--- src/rtl/uart_rx_cfg_pkg.sv ---
// Shared UART definitions: parity codes, receiver FSM encoding, baud divisor.
package uart_rx_cfg_pkg;

  localparam int PARITY_NONE = 0;
  localparam int PARITY_ODD  = 1;
  localparam int PARITY_EVEN = 2;

  typedef enum logic [2:0] {
    ST_IDLE   = 3'd0,
    ST_START  = 3'd1,
    ST_DATA   = 3'd2,
    ST_PARITY = 3'd3,
    ST_STOP   = 3'd4
  } rx_state_e;

  // Clocks per oversample tick, rounded to nearest; never below 1.
  function automatic int baud_div(input int clk_freq, input int baud, input int os);
    int d;
    d = (clk_freq + (baud * os) / 2) / (baud * os);
    return (d < 1) ? 1 : d;
  endfunction

endpackage

--- src/rtl/uart_rx_cfg_if.sv ---
// Receiver-side signal bundle: raw line in, received word and status out.
interface uart_rx_cfg_if #(
  parameter int DATA_BITS = 8
);
  logic                 serial_in;
  logic [DATA_BITS-1:0] data_out;
  logic                 data_valid;
  logic                 parity_err;
  logic                 frame_err;
  logic                 busy;

  modport master (
    input  serial_in,
    output data_out, data_valid, parity_err, frame_err, busy
  );

  modport slave (
    output serial_in,
    input  data_out, data_valid, parity_err, frame_err, busy
  );
endinterface

--- src/rtl/uart_rx_cfg_baud_tick.sv ---
// Oversample tick generator; counter held at 0 while disabled so the
// tick phase lines up with the moment it is enabled.
module uart_rx_cfg_baud_tick
  import uart_rx_cfg_pkg::*;
#(
  parameter int CLK_FREQ   = 50_000_000,
  parameter int BAUD       = 115200,
  parameter int OVERSAMPLE = 16
) (
  input  logic clk,
  input  logic rst,
  input  logic en,
  output logic tick
);
  localparam logic [31:0] DIV = 32'(baud_div(CLK_FREQ, BAUD, OVERSAMPLE));

  logic [31:0] ctr;

  // Divide clk down to one-cycle ticks while enabled.
  always_ff @(posedge clk or posedge rst) begin
    if (rst)                          ctr <= '0;
    else if (!en || ctr == DIV - 32'd1) ctr <= '0;
    else                              ctr <= ctr + 32'd1;
  end

  assign tick = en && (ctr == DIV - 32'd1);
endmodule

--- src/rtl/uart_rx_cfg.sv ---
// UART receiver: 2-FF synchroniser, 16x oversampling with 3-sample
// majority per bit, optional parity, 1 or 2 stop bits.
module uart_rx_cfg
  import uart_rx_cfg_pkg::*;
#(
  parameter int CLK_FREQ   = 50_000_000,
  parameter int BAUD       = 115200,
  parameter int OVERSAMPLE = 16,
  parameter int DATA_BITS  = 8,
  parameter int PARITY     = 0,
  parameter int STOP_BITS  = 1
) (
  input  logic          clk,
  input  logic          rst,
  uart_rx_cfg_if.master bus
);
  localparam int TW = $clog2(OVERSAMPLE);
  localparam int BW = $clog2(DATA_BITS);
  localparam logic [TW-1:0] T_S0  = TW'(OVERSAMPLE / 2 - 1);
  localparam logic [TW-1:0] T_S1  = TW'(OVERSAMPLE / 2);
  localparam logic [TW-1:0] T_DEC = TW'(OVERSAMPLE / 2 + 1);
  localparam logic [TW-1:0] T_END = TW'(OVERSAMPLE - 1);
  localparam logic [BW-1:0] LAST_BIT = BW'(DATA_BITS - 1);

  rx_state_e            state, state_nx;
  logic                 rx_meta, rx_s, rx_d;
  logic                 tick, decide, bit_end, maj, start_edge, stop_last;
  logic [TW-1:0]        tick_ctr;
  logic [BW-1:0]        bit_idx;
  logic                 stop_idx;
  logic [1:0]           smp;
  logic [DATA_BITS-1:0] shreg, data_q;
  logic                 par_acc, par_flag, frame_flag;
  logic                 valid_q, perr_q, ferr_q;

  uart_rx_cfg_baud_tick #(
    .CLK_FREQ(CLK_FREQ), .BAUD(BAUD), .OVERSAMPLE(OVERSAMPLE)
  ) u_tick (
    .clk(clk), .rst(rst), .en(state != ST_IDLE), .tick(tick)
  );

  assign start_edge = rx_d && !rx_s;
  assign decide     = tick && (tick_ctr == T_DEC);
  assign bit_end    = tick && (tick_ctr == T_END);
  // Third sample is the live synchronised line at the decision tick.
  assign maj        = (smp[0] & smp[1]) | (smp[0] & rx_s) | (smp[1] & rx_s);
  assign stop_last  = (STOP_BITS == 1) || stop_idx;

  // Synchronise the pin and keep one extra stage for falling-edge detect.
  always_ff @(posedge clk or posedge rst) begin
    if (rst) {rx_meta, rx_s, rx_d} <= 3'b111;
    else     {rx_meta, rx_s, rx_d} <= {bus.serial_in, rx_meta, rx_s};
  end

  // FSM state register.
  always_ff @(posedge clk or posedge rst) begin
    if (rst) state <= ST_IDLE;
    else     state <= state_nx;
  end

  // Next state; the final stop bit exits at its decision tick so a
  // back-to-back start edge right after it is not missed.
  always_comb begin
    state_nx = state;
    unique case (state)
      ST_IDLE:   if (start_edge) state_nx = ST_START;
      ST_START:  if (decide && maj) state_nx = ST_IDLE;
                 else if (bit_end) state_nx = ST_DATA;
      ST_DATA:   if (bit_end && bit_idx == LAST_BIT)
                   state_nx = (PARITY != PARITY_NONE) ? ST_PARITY : ST_STOP;
      ST_PARITY: if (bit_end) state_nx = ST_STOP;
      ST_STOP:   if (decide && stop_last) state_nx = ST_IDLE;
      default:   state_nx = ST_IDLE;
    endcase
  end

  // Bit timing, sampling, shift register, error flags and output registers.
  always_ff @(posedge clk or posedge rst) begin
    if (rst) begin
      tick_ctr   <= '0;
      bit_idx    <= '0;
      stop_idx   <= 1'b0;
      smp        <= 2'b11;
      shreg      <= '0;
      par_acc    <= 1'b0;
      par_flag   <= 1'b0;
      frame_flag <= 1'b0;
      data_q     <= '0;
      valid_q    <= 1'b0;
      perr_q     <= 1'b0;
      ferr_q     <= 1'b0;
    end else begin
      valid_q <= 1'b0;
      if (state == ST_IDLE) begin
        tick_ctr <= '0;
        bit_idx  <= '0;
        stop_idx <= 1'b0;
        if (start_edge) begin
          shreg      <= '0;
          par_acc    <= 1'b0;
          par_flag   <= 1'b0;
          frame_flag <= 1'b0;
        end
      end else if (tick) begin
        tick_ctr <= (tick_ctr == T_END) ? '0 : tick_ctr + TW'(1);
        if (tick_ctr == T_S0) smp[0] <= rx_s;
        if (tick_ctr == T_S1) smp[1] <= rx_s;
        if (decide) begin
          case (state)
            ST_DATA: begin
              shreg[bit_idx] <= maj;
              par_acc        <= par_acc ^ maj;
            end
            ST_PARITY: par_flag <= maj ^ par_acc ^ (PARITY == PARITY_ODD);
            ST_STOP: begin
              if (!maj) frame_flag <= 1'b1;
              if (stop_last) begin
                data_q  <= shreg;
                perr_q  <= par_flag;
                ferr_q  <= frame_flag | ~maj;
                valid_q <= 1'b1;
              end
            end
            default: ;
          endcase
        end
        if (bit_end) begin
          if (state == ST_DATA && bit_idx != LAST_BIT) bit_idx <= bit_idx + BW'(1);
          if (state == ST_STOP) stop_idx <= 1'b1;
        end
      end
    end
  end

  assign bus.data_out   = data_q;
  assign bus.data_valid = valid_q;
  assign bus.parity_err = perr_q;
  assign bus.frame_err  = ferr_q;
  assign bus.busy       = (state != ST_IDLE);
endmodule
--- src/flat_wrapper.sv ---
// flat-port wrapper written by rule: the top's interface ports become plain ports
module uart_rx_cfg_flat import uart_rx_cfg_pkg::*;
#(
  parameter int CLK_FREQ   = 50_000_000,
  parameter int BAUD       = 115200,
  parameter int OVERSAMPLE = 16,
  parameter int DATA_BITS  = 8,
  parameter int PARITY     = 0,
  parameter int STOP_BITS  = 1
)
  (clk, rst, bus_serial_in, bus_data_out, bus_data_valid, bus_parity_err, bus_frame_err, bus_busy);
  uart_rx_cfg_if #(.DATA_BITS(DATA_BITS)) bus_i ();
  input  logic clk;
  input  logic rst;
  input wire logic [$bits(bus_i.serial_in)-1:0] bus_serial_in;
  output wire logic [$bits(bus_i.data_out)-1:0] bus_data_out;
  output wire logic [$bits(bus_i.data_valid)-1:0] bus_data_valid;
  output wire logic [$bits(bus_i.parity_err)-1:0] bus_parity_err;
  output wire logic [$bits(bus_i.frame_err)-1:0] bus_frame_err;
  output wire logic [$bits(bus_i.busy)-1:0] bus_busy;
  assign bus_i.serial_in = bus_serial_in;
  assign bus_data_out = bus_i.data_out;
  assign bus_data_valid = bus_i.data_valid;
  assign bus_parity_err = bus_i.parity_err;
  assign bus_frame_err = bus_i.frame_err;
  assign bus_busy = bus_i.busy;
  uart_rx_cfg #(.CLK_FREQ(CLK_FREQ), .BAUD(BAUD), .OVERSAMPLE(OVERSAMPLE), .DATA_BITS(DATA_BITS), .PARITY(PARITY), .STOP_BITS(STOP_BITS)) u_core (.clk(clk), .rst(rst), .bus(bus_i));
endmodule
--- config.mk ---
export PLATFORM = sky130hd
export DESIGN_NAME = uart_rx_cfg_flat
export DESIGN_NICKNAME = d
export VERILOG_FILES = /design/src/rtl/uart_rx_cfg_pkg.sv /design/src/rtl/uart_rx_cfg_if.sv /design/src/rtl/uart_rx_cfg_baud_tick.sv /design/src/rtl/uart_rx_cfg.sv /design/src/flat_wrapper.sv
export SDC_FILE = /design/constraint.sdc
export NUM_CORES = 1
export LEC_CHECK = 0
export BUFFER_PORTS_ARGS = -buffer_cell sky130_fd_sc_hd__buf_2
export CORE_ASPECT_RATIO = 1.75
export CORE_MARGIN = 5
export CORE_UTILIZATION = 50
export DETAILED_ROUTE_END_ITERATION = 8
export PLACE_DENSITY_LB_ADDON = 0.1
export SETUP_SLACK_MARGIN = 0.05
export SKIP_CTS_REPAIR_TIMING = 1
export SLEW_MARGIN = 20
export SYNTH_ARGS = -nofsm -noshare
export SYNTH_HDL_FRONTEND = slang
export SYNTH_HIERARCHICAL = 1
export SYNTH_SLANG_ARGS = --single-unit
--- constraint.sdc ---
create_clock -name clk -period 2.5 [get_ports clk]
set_clock_uncertainty 0.15 [all_clocks]
set_input_delay 0.125 -clock clk [delete_from_list [all_inputs] [get_ports clk]]
set_output_delay 0.125 -clock clk [all_outputs]
set_load 0.005 [all_outputs]
==> summary.md <==
| Metric | Value |
|---|---|
| WS Path Type | `reg2reg` |
| Pin count of the biggest net entering global routing | `38` |
| Port bufs | `14` |
| Async set or reset register ratio after synthesis | `between 90% and 100%` |
| Post-synth top area share | `between 40% and 50%` |
| Share of the yosys chip area belonging to registers | `between 40% and 50%` |
| Hold Path Class | `reg2reg` |
| Synth Flop Type | `dfrtp_1` |
| Final hold vios | `0` |
| Depth of the CTS H-tree | `3` |
| Net Count, Synth | `approximately 370` |
| Top sig layer | `met4` |
| CTS Buffer Depth | `2` |
| CP Max Fanout | `4` |
| TritonCTS Buffers | `9` |
| Core area | `just over 7000 sq um` |
| Antenna violations before repair | `0` |
| Post-synthesis cell type count | `55` |
| Worst hold margin | `204.3 ps` |
| All-layer global routing usage | `between 20% and 30%` |
| Area leader, netlist | `dfrtp_1` |
| Final nets | `418` |
| Req. time, crit path | `2580 ps` |
| Vias in the first global route | `slightly below 3000` |
| Ant diodes | `0` |
| Initial Utilization | `around 52%` |
| Die W | `75.29 um` |
| Normalized max-slew margin | `between 60% and 70%` |
| Final Core Density | `about 62%` |
| Dpl ws | `-41.53 ps` |
| Max-Cap Viols | `0` |
| Max Transition Viols Final | `0` |
| Total power | `3093 uW` |
| Status | `complete, no violations` |
| Row count | `41` |
| Setup violators final | `0` |
| Yosys reg bits | `69` |
| Post-route setup slack | `approximately 120 ps` |
| Worst-margin pin slew | `a little under 600 ps` |
| Layout cells sized above 1 | `25.42%` |
| Vias post-DR | `between 3000 and 4000` |
| Post-synthesis cell count | `roughly 360` |
| GPL Wtd Cong | `between 0.8 and 0.9` |
| Die H | `approximately 120 um` |
| Slowest stage delay, CP | `about 460 ps` |
| Via/cell ratio | `roughly 6.0` |
| RSZ-0062 raised after global routing | `yes` |
| DIE AREA | `a little over 9000 sq um` |
| Overflow after GRT | `0` |
| Total wire length | `approximately 8.8 mm` |
| First-pass DRT Iterations | `4` |
| PwrDens | `692.2 nW/um^2` |
| Layout overhead on the synthesized area | `19.79%` |
| CTS clk-pin slew, worst paths | `60 ps` |
| Starting DRT DRC Count | `between 150 and 200` |
| Detail Placement HPWL | `~6.4 mm` |
| Clock latency on the worst-skew pair | `330 ps` |
| Total negative setup slack | `0 ps` |
| Area contributors post-synth | `dfrtp_1 43%, mux2_4 3.6%, nand3_1 3.6%` |
| WL per Instance | `around 18 um` |
| Max Fclk | `420.3 MHz` |
| Final Cycle Share | `95.17%` |
| WL met3 | `about 280 um` |
| Crit path launch type | `register` |
| Mapped Area | `approximately 3700 sq um` |
| Tmin final | `about 2400 ps` |
| FILL cells | `629` |
| R2R setup slack | `between 100 and 150 ps` |
| # IOs | `15` |
| VDD IR max | `~430 uV` |
| Worst setup EP type | `register` |
| Slowest cell on the critical path | `or4_4` |
| First-pass GRT wire length | `14.34 mm` |
| CP cell instances | `inv_1 > ha_1 > nor3b_4 > nand4_1 > nor3_2 > buf_4 > nand4_2 > or4_4 > o311ai_2` |
| CTS tree | `yes` |
| DRC Markers | `0` |
| Crit path DAT | `2460 ps` |
| EDFF count, synth | `0` |
| Yosys warning total | `6` |
| Post-DRT Antenna Nets | `0` |
| CTS root buf | `clkbuf_16` |
| Syn avg cell area | `10.30 sq um` |
| WL met2 | `4.893 mm` |
| Static Leak | `approximately 0.002 uW` |
| Met1 Wirelength | `3.269 mm` |
| CTS Sinks | `69` |
[worst max-delay path, delay by kind of cell, from the launching register on]
family	cells	cell delay [ps]
compound gates	1	210
flops	1	370
buf+inv	2	210
fa+ha+maj	1	150
simple gates	5	1190
[final timing paths]
check,startpoint,to,cells after the start
max in group asynchronous,rst,u_core/smp[1],4
worst min-delay path,u_core/rx_meta,u_core/rx_s,0
worst max register to register,u_core/u_tick/ctr[0],u_core/bit_idx[0],9
min in group asynchronous,rst,u_core/u_tick/ctr[7],4
worst max-delay path,u_core/u_tick/ctr[0],u_core/bit_idx[0],9
worst min register to register,u_core/rx_meta,u_core/rx_s,0
[cell usage in the layout (no fill, tap or decap), drive strengths merged, types with 4 or more instances in the layout]
master   n
nor3     6
o31ai   11
buf     53
nand3   28
inv     12
dfrtp   64
and3     8
o21ai   24
xor2     6
mux2    12
nand2   18
nor2    22
ha       7
clkbuf   9
nor4    10
mux2i   10
or3      4
nand4   18
or4     13
dfstp    5
a21oi   22
xnor2    9
and4     4
[per-stage QoR]
step / std cells / instance area (sq um)
after floorplan: 362 / 3730
after global placement: 480 / 4051
after detailed placement: 480 / 4051
after CTS: 496 / 4398
after global routing: 499 / 4468
final: 499 / 4468
[layer usage]
metal,global-route usage (%),vias to the layer above
met4,10.40,0
met1,21.45,1474
met2,35.35,73
li1,-,1444
met3,3.958,24
met5,0,-
[cell families (layout without fill, tap and decap cells)]
logic type                 after synthesis  in the layout  share of synthesized area [%]
and+or+nand+nor                        151            151                          24.72
DFF                                     69             69                          46.46
AOI/OAI and AO/OA                       67             67                          10.57
buffers and inverters                   30             81                          4.898
muxes                                   22             22                          7.212
xor gates and xnor gates                15             15                          3.522
adders and majority gates                8              8                          2.616
[where the power goes]
part | total (uW) | switching, uW | internal, uW
clock network | 1460 | 481 | 980
registers | 1200 | 33.1 | 1160
logic | 435 | 245 | 189
total | 3090 | 759 | 2330
[state kept, by name, summed over array words and instances, names as in the netlist]
| signal | cells |
|---|---|
| u_core/bus.data_valid | 1 |
| u_core/u_tick/ctr | 32 |
| u_core/rx_d | 1 |
| u_core/frame_flag | 1 |
| u_core/bus.frame_err | 1 |
| u_core/par_acc | 1 |
| u_core/smp | 2 |
| u_core/state | 3 |
| u_core/bus.data_out | 8 |
| u_core/bit_idx | 3 |
| u_core/bus.parity_err | 1 |
| u_core/rx_meta | 1 |
| u_core/par_flag | 1 |
| u_core/tick_ctr | 4 |
| u_core/shreg | 8 |
| u_core/rx_s | 1 |
[layout make-up]
| cell class | instances | area, sq um | area share [%] |
|---|---|---|---|
| Clock buffer | 9 | 225.2 | 5.041 |
| Clock inverter | 7 | 121.4 | 2.716 |
| Inverter | 10 | 37.54 | 0.8401 |
| Multi-Input combinational cell | 263 | 1861 | 41.64 |
| Sequential cell | 69 | 1733 | 38.78 |
| Tap cell | 86 | 107.6 | 2.408 |
| Timing Repair Buffer | 55 | 382.9 | 8.569 |
[synthesized netlist by cell type (4+ instances only)]
master and number:
dfrtp_1 64, nand3_1 27, a21oi_1 22, nor2_1 22
o21ai_0 22, nand2_1 18, nand4_1 15, o31ai_1 11
or4_1 11, inv_1 10, mux2i_1 10, nor4_1 10
mux2_4 9, xnor2_1 9, buf_6 7, ha_1 7
and3_1 6, xor2_1 6, clkbuf_1 5, dfstp_2 5
nor3_1 5, buf_2 4
(Power assumes the default switching activity.)
